## src/rtl/dm_axi_slave.sv

```systemverilog
// dm_axi_slave: AXI4 slave turning AR/R and AW/W/B bursts into single-port data-memory SRAM accesses
// Ports: clk, rst (async active-low); AXI AW/W/B and AR/R channels (ID_W-bit IDs, 32-bit data,
// 4-bit LEN, FIXED/INCR bursts); DM_CEB/DM_WEB/DM_BWEB (active-low), DM_A, DM_DI, DM_DO to the SRAM macro.
// Build option: define DM_PROTOCOL_CHECK_EN to return SLVERR on illegal size/burst or misplaced WLAST.
module dm_axi_slave #(
  parameter int ID_W = 8,
  parameter int SRAM_AW = 14
) (
  input  logic               clk,
  input  logic               rst,
  input  logic [ID_W-1:0]    AWID,
  input  logic [31:0]        AWADDR,
  input  logic [3:0]         AWLEN,
  input  logic [2:0]         AWSIZE,
  input  logic [1:0]         AWBURST,
  input  logic               AWVALID,
  output logic               AWREADY,
  input  logic [31:0]        WDATA,
  input  logic [3:0]         WSTRB,
  input  logic               WLAST,
  input  logic               WVALID,
  output logic               WREADY,
  output logic [ID_W-1:0]    BID,
  output logic [1:0]         BRESP,
  output logic               BVALID,
  input  logic               BREADY,
  input  logic [ID_W-1:0]    ARID,
  input  logic [31:0]        ARADDR,
  input  logic [3:0]         ARLEN,
  input  logic [2:0]         ARSIZE,
  input  logic [1:0]         ARBURST,
  input  logic               ARVALID,
  output logic               ARREADY,
  output logic [ID_W-1:0]    RID,
  output logic [31:0]        RDATA,
  output logic [1:0]         RRESP,
  output logic               RLAST,
  output logic               RVALID,
  input  logic               RREADY,
  output logic               DM_CEB,
  output logic               DM_WEB,
  output logic [31:0]        DM_BWEB,
  output logic [SRAM_AW-1:0] DM_A,
  output logic [31:0]        DM_DI,
  input  logic [31:0]        DM_DO
);
  localparam logic [2:0] IDLE = 3'd0, WR_DATA = 3'd1, WR_RESP = 3'd2, RD_ADDR = 3'd3, RD_DATA = 3'd4;
`ifdef DM_PROTOCOL_CHECK_EN
  localparam logic CHK = 1'b1;
`else
  localparam logic CHK = 1'b0;
`endif
  logic [2:0] state;
  logic [ID_W-1:0] id;
  logic [SRAM_AW-1:0] addr, a_q, nxt_addr;
  logic [31:0] di_q;
  logic [3:0] len, cnt;
  logic fixed, err, w_hs, rd_acc, last;
  assign w_hs = state == WR_DATA && WVALID;
  // an erroneous read never touches the SRAM
  assign rd_acc = state == RD_ADDR && !err;
  assign last = cnt == len;
  assign nxt_addr = fixed ? addr : addr + 1'b1;
  assign AWREADY = state == IDLE;
  assign ARREADY = state == IDLE && !AWVALID;
  assign WREADY = state == WR_DATA;
  assign BVALID = state == WR_RESP;
  assign BID = id;
  assign BRESP = err ? 2'b10 : 2'b00;
  assign RVALID = state == RD_DATA;
  assign RID = id;
  assign RRESP = err ? 2'b10 : 2'b00;
  assign RLAST = RVALID && last;
  // DO is held by the macro because no access happens while RVALID is up
  assign RDATA = RVALID && !err ? DM_DO : 32'h0;
  assign DM_CEB = !(w_hs || rd_acc);
  assign DM_WEB = !w_hs;
  assign DM_BWEB = w_hs ? ~{{8{WSTRB[3]}}, {8{WSTRB[2]}}, {8{WSTRB[1]}}, {8{WSTRB[0]}}} : 32'hFFFF_FFFF;
  assign DM_A = (w_hs || rd_acc) ? addr : a_q;
  assign DM_DI = w_hs ? WDATA : di_q;
  always_ff @(posedge clk or negedge rst) begin
    if (!rst) begin
      state <= IDLE;
      id <= '0;
      addr <= '0;
      a_q <= '0;
      di_q <= '0;
      len <= '0;
      cnt <= '0;
      fixed <= 1'b0;
      err <= 1'b0;
    end else begin
      if (w_hs || rd_acc) a_q <= addr;
      if (w_hs) di_q <= WDATA;
      case (state)
        IDLE: begin
          cnt <= '0;
          if (AWVALID) begin
            state <= WR_DATA;
            id <= AWID;
            addr <= AWADDR[SRAM_AW+1:2];
            len <= AWLEN;
            fixed <= AWBURST == 2'b00;
            err <= CHK && (AWSIZE != 3'b010 || AWBURST[1]);
          end else if (ARVALID) begin
            state <= RD_ADDR;
            id <= ARID;
            addr <= ARADDR[SRAM_AW+1:2];
            len <= ARLEN;
            fixed <= ARBURST == 2'b00;
            err <= CHK && (ARSIZE != 3'b010 || ARBURST[1]);
          end
        end
        WR_DATA: if (WVALID) begin
          err <= err || (CHK && (WLAST != last));
          state <= last ? WR_RESP : WR_DATA;
          cnt <= last ? '0 : cnt + 1'b1;
          addr <= last ? addr : nxt_addr;
        end
        WR_RESP: state <= BREADY ? IDLE : WR_RESP;
        RD_ADDR: state <= RD_DATA;
        RD_DATA: if (RREADY) begin
          state <= last ? IDLE : RD_ADDR;
          cnt <= last ? '0 : cnt + 1'b1;
          addr <= last ? addr : nxt_addr;
        end
        default: state <= IDLE;
      endcase
    end
  end
endmodule

```

## config.mk

```make
export PLATFORM = sky130hd
export DESIGN_NAME = dm_axi_slave
export DESIGN_NICKNAME = d
export VERILOG_FILES = /design/src/rtl/dm_axi_slave.sv
export SDC_FILE = /design/constraint.sdc
export NUM_CORES = 1
export LEC_CHECK = 0
export CORE_ASPECT_RATIO = 0.9
export CORE_MARGIN = 4
export CORE_UTILIZATION = 30
export CTS_CLUSTER_DIAMETER = 200
export DETAILED_ROUTE_END_ITERATION = 8
export GPL_TIMING_DRIVEN = 0
export PLACE_DENSITY = 0.75
export SLEW_MARGIN = 20
export SYNTH_ARGS = -nofsm -noshare
export SYNTH_HDL_FRONTEND = slang
export SYNTH_SLANG_ARGS = --single-unit
```

## constraint.sdc

```tcl
create_clock -name clk -period 2.4 [get_ports clk]
set_input_delay 0.6 -clock clk [delete_from_list [all_inputs] [get_ports clk]]
set_output_delay 0.6 -clock clk [all_outputs]
set_load 0.01 [all_outputs]
```

==> load_flow_metrics.sql, run 1 <==
INSERT INTO impl_metrics (metric_group, metric, value, unit) VALUES
('layout', 'syn2layout_area_growth', '81.1', '%'),
('placement', 'io_buffer_count', '264', ''),
('timing', 'fin_skew', '0.00603', 'ns'),
('layout', 'layout_common_cells', 'sky130_fd_sc_hd__clkdlybuf4s50_1 (146), sky130_fd_sc_hd__dfrtp_1 (80), sky130_fd_sc_hd__buf_6 (67)', ''),
('floorplan', 'fp.coreArea', '0.0148', 'mm^2'),
('grt', 'grt.overflow.total', '0', ''),
('layout', 'finish.instance_area', '0.00820', 'mm^2'),
('worst_setup_path', 'timing.critical_path.to_type', 'primary output', ''),
('worst_setup_path', 'cp_data_arrival_time', '1.93', 'ns'),
('grt', 'number_of_global_route_vias_before_repair', '4748', ''),
('status', 'run_status', 'finished with violations', ''),
('worst_setup_path', 'worst-endpoint-required', '1.80', 'ns'),
('synth', 'syn_area', '0.00453', 'mm^2'),
('worst_setup_path', 'crit_path_start', 'state[2]', ''),
('worst_setup_path', 'timing.critical_path.buf_inv', '3', ''),
('layout', 'stdcell_count', '927', ''),
('floorplan', 'die_w', '137', 'um'),
('worst_setup_path', 'crit_path_top_delay_cell', 'sky130_fd_sc_hd__dfrtp_1', ''),
('clocking', 'clkLatencyLatePin', '0.34', 'ns'),
('synth', 'synth_cell_type_count', '54', ''),
('layout', 'num-fill-cells', '1301', ''),
('status', 'violations', 'setup timing', ''),
('detailed_routing', 'detail_route.iter0.violations', '215', ''),
('timing', 'worst_slew_margin_rel', '55.2', '%'),
('clocking', 'number_of_buffers_between_clock_root_and_the_deepest_sink', '2', ''),
('clocking', 'ctsHoldBuffers', '0', ''),
('synth', 'muxShareOfSynthArea', '18.1', '%'),
('floorplan', 'pin_count', '312', ''),
('floorplan', 'initial_core_util', '30.7', '%'),
('detailed_routing', 'wirelength', '17000', 'um'),
('worst_setup_path', 'crit-reg2reg-launch', 'state[2]', ''),
('synth', 'synth_top_family_by_area', 'multiplexers', ''),
('synth', 'synth-warning-count', '0', ''),
('layout', 'layout_commonest_cell', 'sky130_fd_sc_hd__clkdlybuf4s50_1', ''),
('detailed_routing', 'vias', '4493', ''),
('floorplan', 'placementRows', '42', ''),
('floorplan', 'die-area', '0.0171', 'mm^2'),
('synth', 'synthXorXnorAreaFrac', '1.13', '%'),
('placement', 'place_hpwl', '12800', 'um'),
('timing', 'worst-slew-pin-transition', '0.672', 'ns'),
('detailed_routing', 'firstDrtPassIters', '5', ''),
('placement', 'placedInstanceArea', '0.00745', 'mm^2'),
('timing', 'worst_slack', '-0.131', 'ns'),
('clocking', 'clkSinkCount', '80', ''),
('timing', 'setup_violations', '66', ''),
('clocking', 'ctsRootBufferMaster', 'sky130_fd_sc_hd__clkbuf_16', ''),
('timing', 'fin_tns_setup', '-6.15', 'ns'),
('detailed_routing', 'postRouteAntennaNets', '0', ''),
('synth', 'average_instance_area_after_synthesis', '10.8', 'um^2'),
('layout', 'n_antenna_cell', '0', ''),
('synth', 'synth-compound-area-share', '12.6', '%'),
('grt', 'number_of_antenna_violations_at_the_first_check_in_global_routing', '0', ''),
('min_path', 'worstHoldPathType', 'in2async', ''),
('timing', 'hold_viol', '0', ''),
('detailed_routing', 'routed-wl-met2', '8810', 'um'),
('layout', 'nets_final', '900', ''),
('synth', 'post_synthesis_share_of_cell_area_spent_on_and_or_nand_and_nor_gates', '13.2', '%'),
('timing', 'slew_violations', '0', ''),
('timing', 'timing.final.crit_share', '105', '%'),
('power', 'p_total', '0.0100', 'W'),
('detailed_routing', 'via_cell_ratio', '4.85', ''),
('synth', 'synth_seq_cells', '80', ''),
('clocking', 'tritoncts.num_buffers', '9', ''),
('floorplan', 'dieHeight', '125', 'um'),
('grt', 'grt_first_pass_wirelength', '25900', 'um'),
('timing', 'min_period', '2.53', 'ns'),
('layout', 'post_route_cells_drive_above_1_share', '38.3', '%'),
('power', 'power.static_leakage', '3.63', 'nW'),
('worst_setup_path', 'critical_path.cell_chain', 'nand2b_4 -> nor2_4 -> and2_4 -> clkinv_8 -> buf_12 -> mux2_4 -> buf_6', ''),
('timing', 'grt_setup_unrepaired', 'true', ''),
('detailed_routing', 'm1WireLength', '6330', 'um');
layer usage:
metal  vias to the layer above  global-route usage (%)
met4                         0                    7.75
met1                      2143                    22.7
met3                        31                    3.76
met2                       233                    34.2
li1                       2086                       -
met5                         -                       0
cell families (layout without fill, tap and decap cells):
| kind of cell | after synthesis | count (layout) |
|---|---|---|
| AND/OR/NAND/NOR | 101 | 101 |
| AO/OA/AOI/OAI | 83 | 83 |
| flip-flops | 80 | 80 |
| multiplexers | 75 | 75 |
| buffers and inverters | 74 | 379 |
| XOR/XNOR | 5 | 5 |
| adder cells (fa/ha/maj) | 2 | 2 |
| other | 1 | 4 |
flip-flops by register name (all words and copies together), names as in the netlist:
name   flops
cnt        4
di_q      32
BID        8
addr      14
len        4
fixed      1
a_q       14
state      3
cell type report:
cell class / instances / area (um^2) / share of cell area, %
Timing Repair Buffer: 292 / 2830 / 34.5
Clock inverter: 3 / 40.0 / 0.488
Tap cell: 198 / 248 / 3.02
Inverter: 9 / 48.8 / 0.595
Clock buffer: 13 / 260 / 3.17
Multi-Input combinational cell: 270 / 2270 / 27.7
Sequential cell: 80 / 2000 / 24.4
Buffer: 62 / 502 / 6.12
Yosys cell counts, drive strengths merged:
library cell  number  share of area (%)
a21oi              6               0.66
a22oi              2               0.33
a311oi             2               0.39
a31oi              1               0.14
a32o              11                2.4
a32oi              1               0.61
a41o               1               0.22
a41oi              1               0.19
and2              33                4.6
and3               2               0.28
buf               53                8.3
clkbuf            12               0.99
conb               1              0.083
dfrtp             80                 44
ha                 2               0.55
inv                9               0.75
mux2              55                 14
mux2i             20                4.4
nand2             10               0.83
nand2b             4               0.55
nand3              9                1.1
nand4              4               0.55
nand4bb            1               0.25
nor2              12                1.1
nor2b              1               0.14
nor3               6               0.66
nor3b              1               0.17
nor4               4               0.55
o211ai             1               0.17
o21ai             40                4.4
o221ai             1               0.19
o22a               1               0.19
o22ai              6               0.83
o31a               1               0.19
o31ai              2               0.33
o32a               1               0.22
o41a               2               0.50
o41ai              3               0.58
or2                2               0.28
or3                6                1.1
or4                4               0.66
or4b               2               0.53
xnor2              5                1.1
stage by stage:
step | setup slack [ns] | hold WS (ns)
3_3_place_gp | -2.12 | 0.477
2_1_floorplan | 0.0986 | 0.304
4_1_cts | -0.239 | 0.324
6_report | -0.131 | 0.301
3_5_place_dp | -1.22 | 0.484
5_1_grt | -0.199 | 0.358
what timing repair did:
action                     CTS  global route
resized for setup          477            66
setup endpoints to repair  118           116
cloned                       3             0
pin swaps                    3             2
setup buffers               14            10
final timing paths:
path | endpoint | slack (ns) | depth (start not counted)
setup / recovery | DM_DI[6] | -0.13 | 7
min in group clk | a_q[7] | 0.50 | 1
hold / removal | len[1] | 0.30 | 1
hold reg to reg | a_q[7] | 0.50 | 1
max in group asynchronous | di_q[19] | 1.48 | 2
setup reg to reg | addr[12] | 0.26 | 7
where the power goes:
part	internal (W)	switching (W)
clock	0.000860	0.000546
combinational	0.00341	0.00280
sequential	0.00200	0.000395
(Power assumes the default switching activity.)
==> run 2: changes to the inputs <==
CTS_CLUSTER_SIZE = 8   (was default)
==> results of run 2 <==
No change in the layout: final DEF, timing and power equal those of run 1.
==> run 3: changes to the inputs <==
SETUP_SLACK_MARGIN = 0.15   (was default)
==> load_flow_metrics.sql, run 3 (same netlist as run 1, synthesis figures left out) <==
INSERT INTO impl_metrics (metric_group, metric, value, unit) VALUES
('worst_setup_path', 'worstRegToRegCells', '8', ''),
('status', 'violations', 'setup timing', ''),
('layout', 'syn2layout_area_growth', '95.5', '%'),
('layout', 'final_core_utilization', '59.9', '%'),
('worst_setup_path', 'crit_fanout', '10', ''),
('detailed_routing', 'firstDrtPassIters', '5', ''),
('placement', 'place_congestion', '0.882', ''),
('layout', 'layout_commonest_cell', 'sky130_fd_sc_hd__buf_6', ''),
('layout', 'largest_register', 'di_q', ''),
('timing', 'setup_violations', '70', ''),
('clocking', 'clk_pin_slew_worst_paths', '0.06', 'ns'),
('layout', 'number_of_flip_flops_in_the_largest_register', '32', ''),
('worst_setup_path', 'worst-endpoint-required', '1.80', 'ns'),
('placement', 'place_hpwl', '12800', 'um'),
('floorplan', 'fp.coreArea', '0.0148', 'mm^2'),
('worst_setup_path', 'cp_slowest_stage_delay', '0.39', 'ns'),
('power', 'power.static_leakage', '3.88', 'nW'),
('power', 'p_seq_share', '22.6', '%'),
('power', 'worst_ir_drop_vdd', '0.000637', 'V'),
('timing', 'clock.fmax', '390', 'MHz'),
('clocking', 'ctsHoldBuffers', '0', ''),
('clocking', 'clkSinkCount', '80', ''),
('clocking', 'cts_tree', 'yes', ''),
('worst_setup_path', 'regToRegSetupSlack', '0.17', 'ns'),
('detailed_routing', 'via_cell_ratio', '4.87', ''),
('timing', 'worst-slew-pin-transition', '0.524', 'ns'),
('timing', 'worst_slew_margin_rel', '65.1', '%'),
('detailed_routing', 'remaining_drc_errors', '0', ''),
('detailed_routing', 'wl_per_cell', '18.6', 'um'),
('floorplan', 'dieHeight', '125', 'um'),
('grt', 'number_of_global_route_vias_before_repair', '4834', ''),
('grt', 'grt_start_max_net_pins', '54', ''),
('detailed_routing', 'detail_route.iter0.violations', '166', ''),
('layout', 'post_route_cells_drive_above_1_share', '47.0', '%'),
('worst_setup_path', 'critical_path.cell_chain', 'buf_6 -> nand2b_4 -> nor2_4 -> and2_4 -> inv_8 -> buf_8 -> mux2_2 -> buf_2', ''),
('worst_setup_path', 'crit_family', 'buffers and inverters', ''),
('timing', 'hold_viol', '0', ''),
('power', 'cell_internal_pwr', '0.00670', 'W'),
('power', 'power_switching_share', '36.6', '%'),
('clocking', 'number_of_buffers_between_clock_root_and_the_deepest_sink', '2', ''),
('placement', 'io_buffer_count', '264', ''),
('clocking', 'tritoncts.num_buffers', '9', ''),
('grt', 'grt_first_pass_wirelength', '26200', 'um'),
('worst_setup_path', 'timing.critical_path.to_type', 'primary output', ''),
('worst_setup_path', 'crit-reg2reg-launch', 'state[2]', ''),
('timing', 'grt_setup_unrepaired', 'true', ''),
('clocking', 'clkLatencyLatePin', '0.34', 'ns'),
('timing', 'worst_slack', '-0.164', 'ns'),
('grt', 'number_of_antenna_violations_at_the_first_check_in_global_routing', '0', ''),
('worst_setup_path', 'worstSetupPathType', 'reg2out', ''),
('detailed_routing', 'postRouteAntennaNets', '0', ''),
('floorplan', 'placementRows', '42', ''),
('detailed_routing', 'vias', '4588', ''),
('placement', 'dpl.cell_count', '887', ''),
('floorplan', 'die-area', '0.0171', 'mm^2'),
('timing', 'slew_violations', '0', ''),
('layout', 'stdcell_count', '942', ''),
('worst_setup_path', 'timing.critical_path.from_type', 'flop', ''),
('timing', 'fin_skew', '0.00710', 'ns'),
('job', 'drv_cap', '0', ''),
('layout', 'nets_final', '915', ''),
('worst_setup_path', 'crit_path_top_delay_cell', 'sky130_fd_sc_hd__dfrtp_1', ''),
('power', 'comb_pwr_share', '63.1', '%'),
('min_path', 'worstHoldPathType', 'in2async', ''),
('clocking', 'htree_num_levels', '3', ''),
('power', 'p_clk_share', '14.3', '%'),
('worst_setup_path', 'regToRegEndpoint', 'addr[13]', ''),
('grt', 'grt.overflow.total', '0', ''),
('floorplan', 'die_w', '137', 'um'),
('worst_setup_path', 'cp_data_arrival_time', '1.96', 'ns'),
('power', 'power_switching', '0.00386', 'W'),
('detailed_routing', 'wirelength', '17500', 'um'),
('worst_setup_path', 'timing.critical_path.buf_inv', '4', ''),
('floorplan', 'pin_count', '312', ''),
('clocking', 'ctsRootBufferMaster', 'sky130_fd_sc_hd__clkbuf_16', ''),
('layout', 'n_antenna_cell', '0', ''),
('layout', 'layout_common_cells', 'sky130_fd_sc_hd__buf_6 (158), sky130_fd_sc_hd__clkdlybuf4s50_1 (143), sky130_fd_sc_hd__dfrtp_1 (79)', ''),
('grt', 'grt_usage', '19.4', '%'),
('timing', 'timing.final.crit_share', '107', '%'),
('layout', 'largest_registers', 'di_q: 32 flops, a_q: 14 flops, addr: 14 flops', ''),
('floorplan', 'initial_core_util', '30.7', '%'),
('worst_setup_path', 'crit_path_start', 'state[2]', ''),
('status', 'run_status', 'finished with violations', ''),
('power', 'power_per_cell_area', '1190', 'mW/mm^2'),
('timing', 'min_period', '2.56', 'ns');
run 3: stage by stage:
step / total power [W] / cell area, um^2 / worst slack, ns / hold WS (ns) / TNS [ns]
finish: 0.0106 / 8850 / -0.164 / 0.204 / -6.27
global route: 0.0112 / 8850 / -0.232 / 0.225 / -11.72
CTS: 0.0102 / 8360 / -0.160 / 0.207 / -5.88
detailed placement: 0.00779 / 7460 / -1.25 / 0.480 / -69.57
global placement: 0.00762 / 7440 / -2.08 / 0.478 / -230.94
floorplan: 0.00517 / 4550 / 0.149 / 0.304 / 0
run 3: per-layer routing:
metal  global-route usage, %  vias up  routed length (um)  part of all wire (%)
met1                    22.1     2199                6400                    37
met2                    34.6      239                9120                    52
met4                    6.98        0                 482                   2.8
li1                        -     2117                   -                     -
met3                    4.85       33                1520                   8.7
met5                       0        -                   0                     0
run 3: what timing repair did:
action,in CTS,in global routing
setup endpoints to repair,150,117
buffers inserted,24,11
gates resized for setup,654,105
pin swaps,6,24
cloned,1,3
run 3: cell type report:
class                   instances  area [um^2]
multi-input cells             270         2360
clock inverters                 5         78.8
inverters                       9         48.8
plain buffers                  65          643
fillers                      1226         5920
repair buffers                304         3220
well taps                     198          248
flip-flops and latches         80         2000
clock buffers                  11          253
run 3: power groups by stage:
stage / registers [W] / clock network (W) / logic [W]
floorplan: 0.00229 / 0 / 0.00288
global placement: 0.00234 / 0 / 0.00528
detailed placement: 0.00238 / 0 / 0.00541
CTS: 0.00239 / 0.00154 / 0.00630
global route: 0.00247 / 0.00160 / 0.00716
finish: 0.00239 / 0.00152 / 0.00666
run 3: worst max path at each step:
stage	endpoint	slack [ns]	cells after the start
detailed placement	DM_A[11]	-1.25	6
finish	DM_DI[2]	-0.16	8
floorplan	DM_A[10]	0.15	5
global placement	di_q[24]	-2.08	1
global route	DM_DI[4]	-0.23	8
CTS	DM_DI[15]	-0.16	8
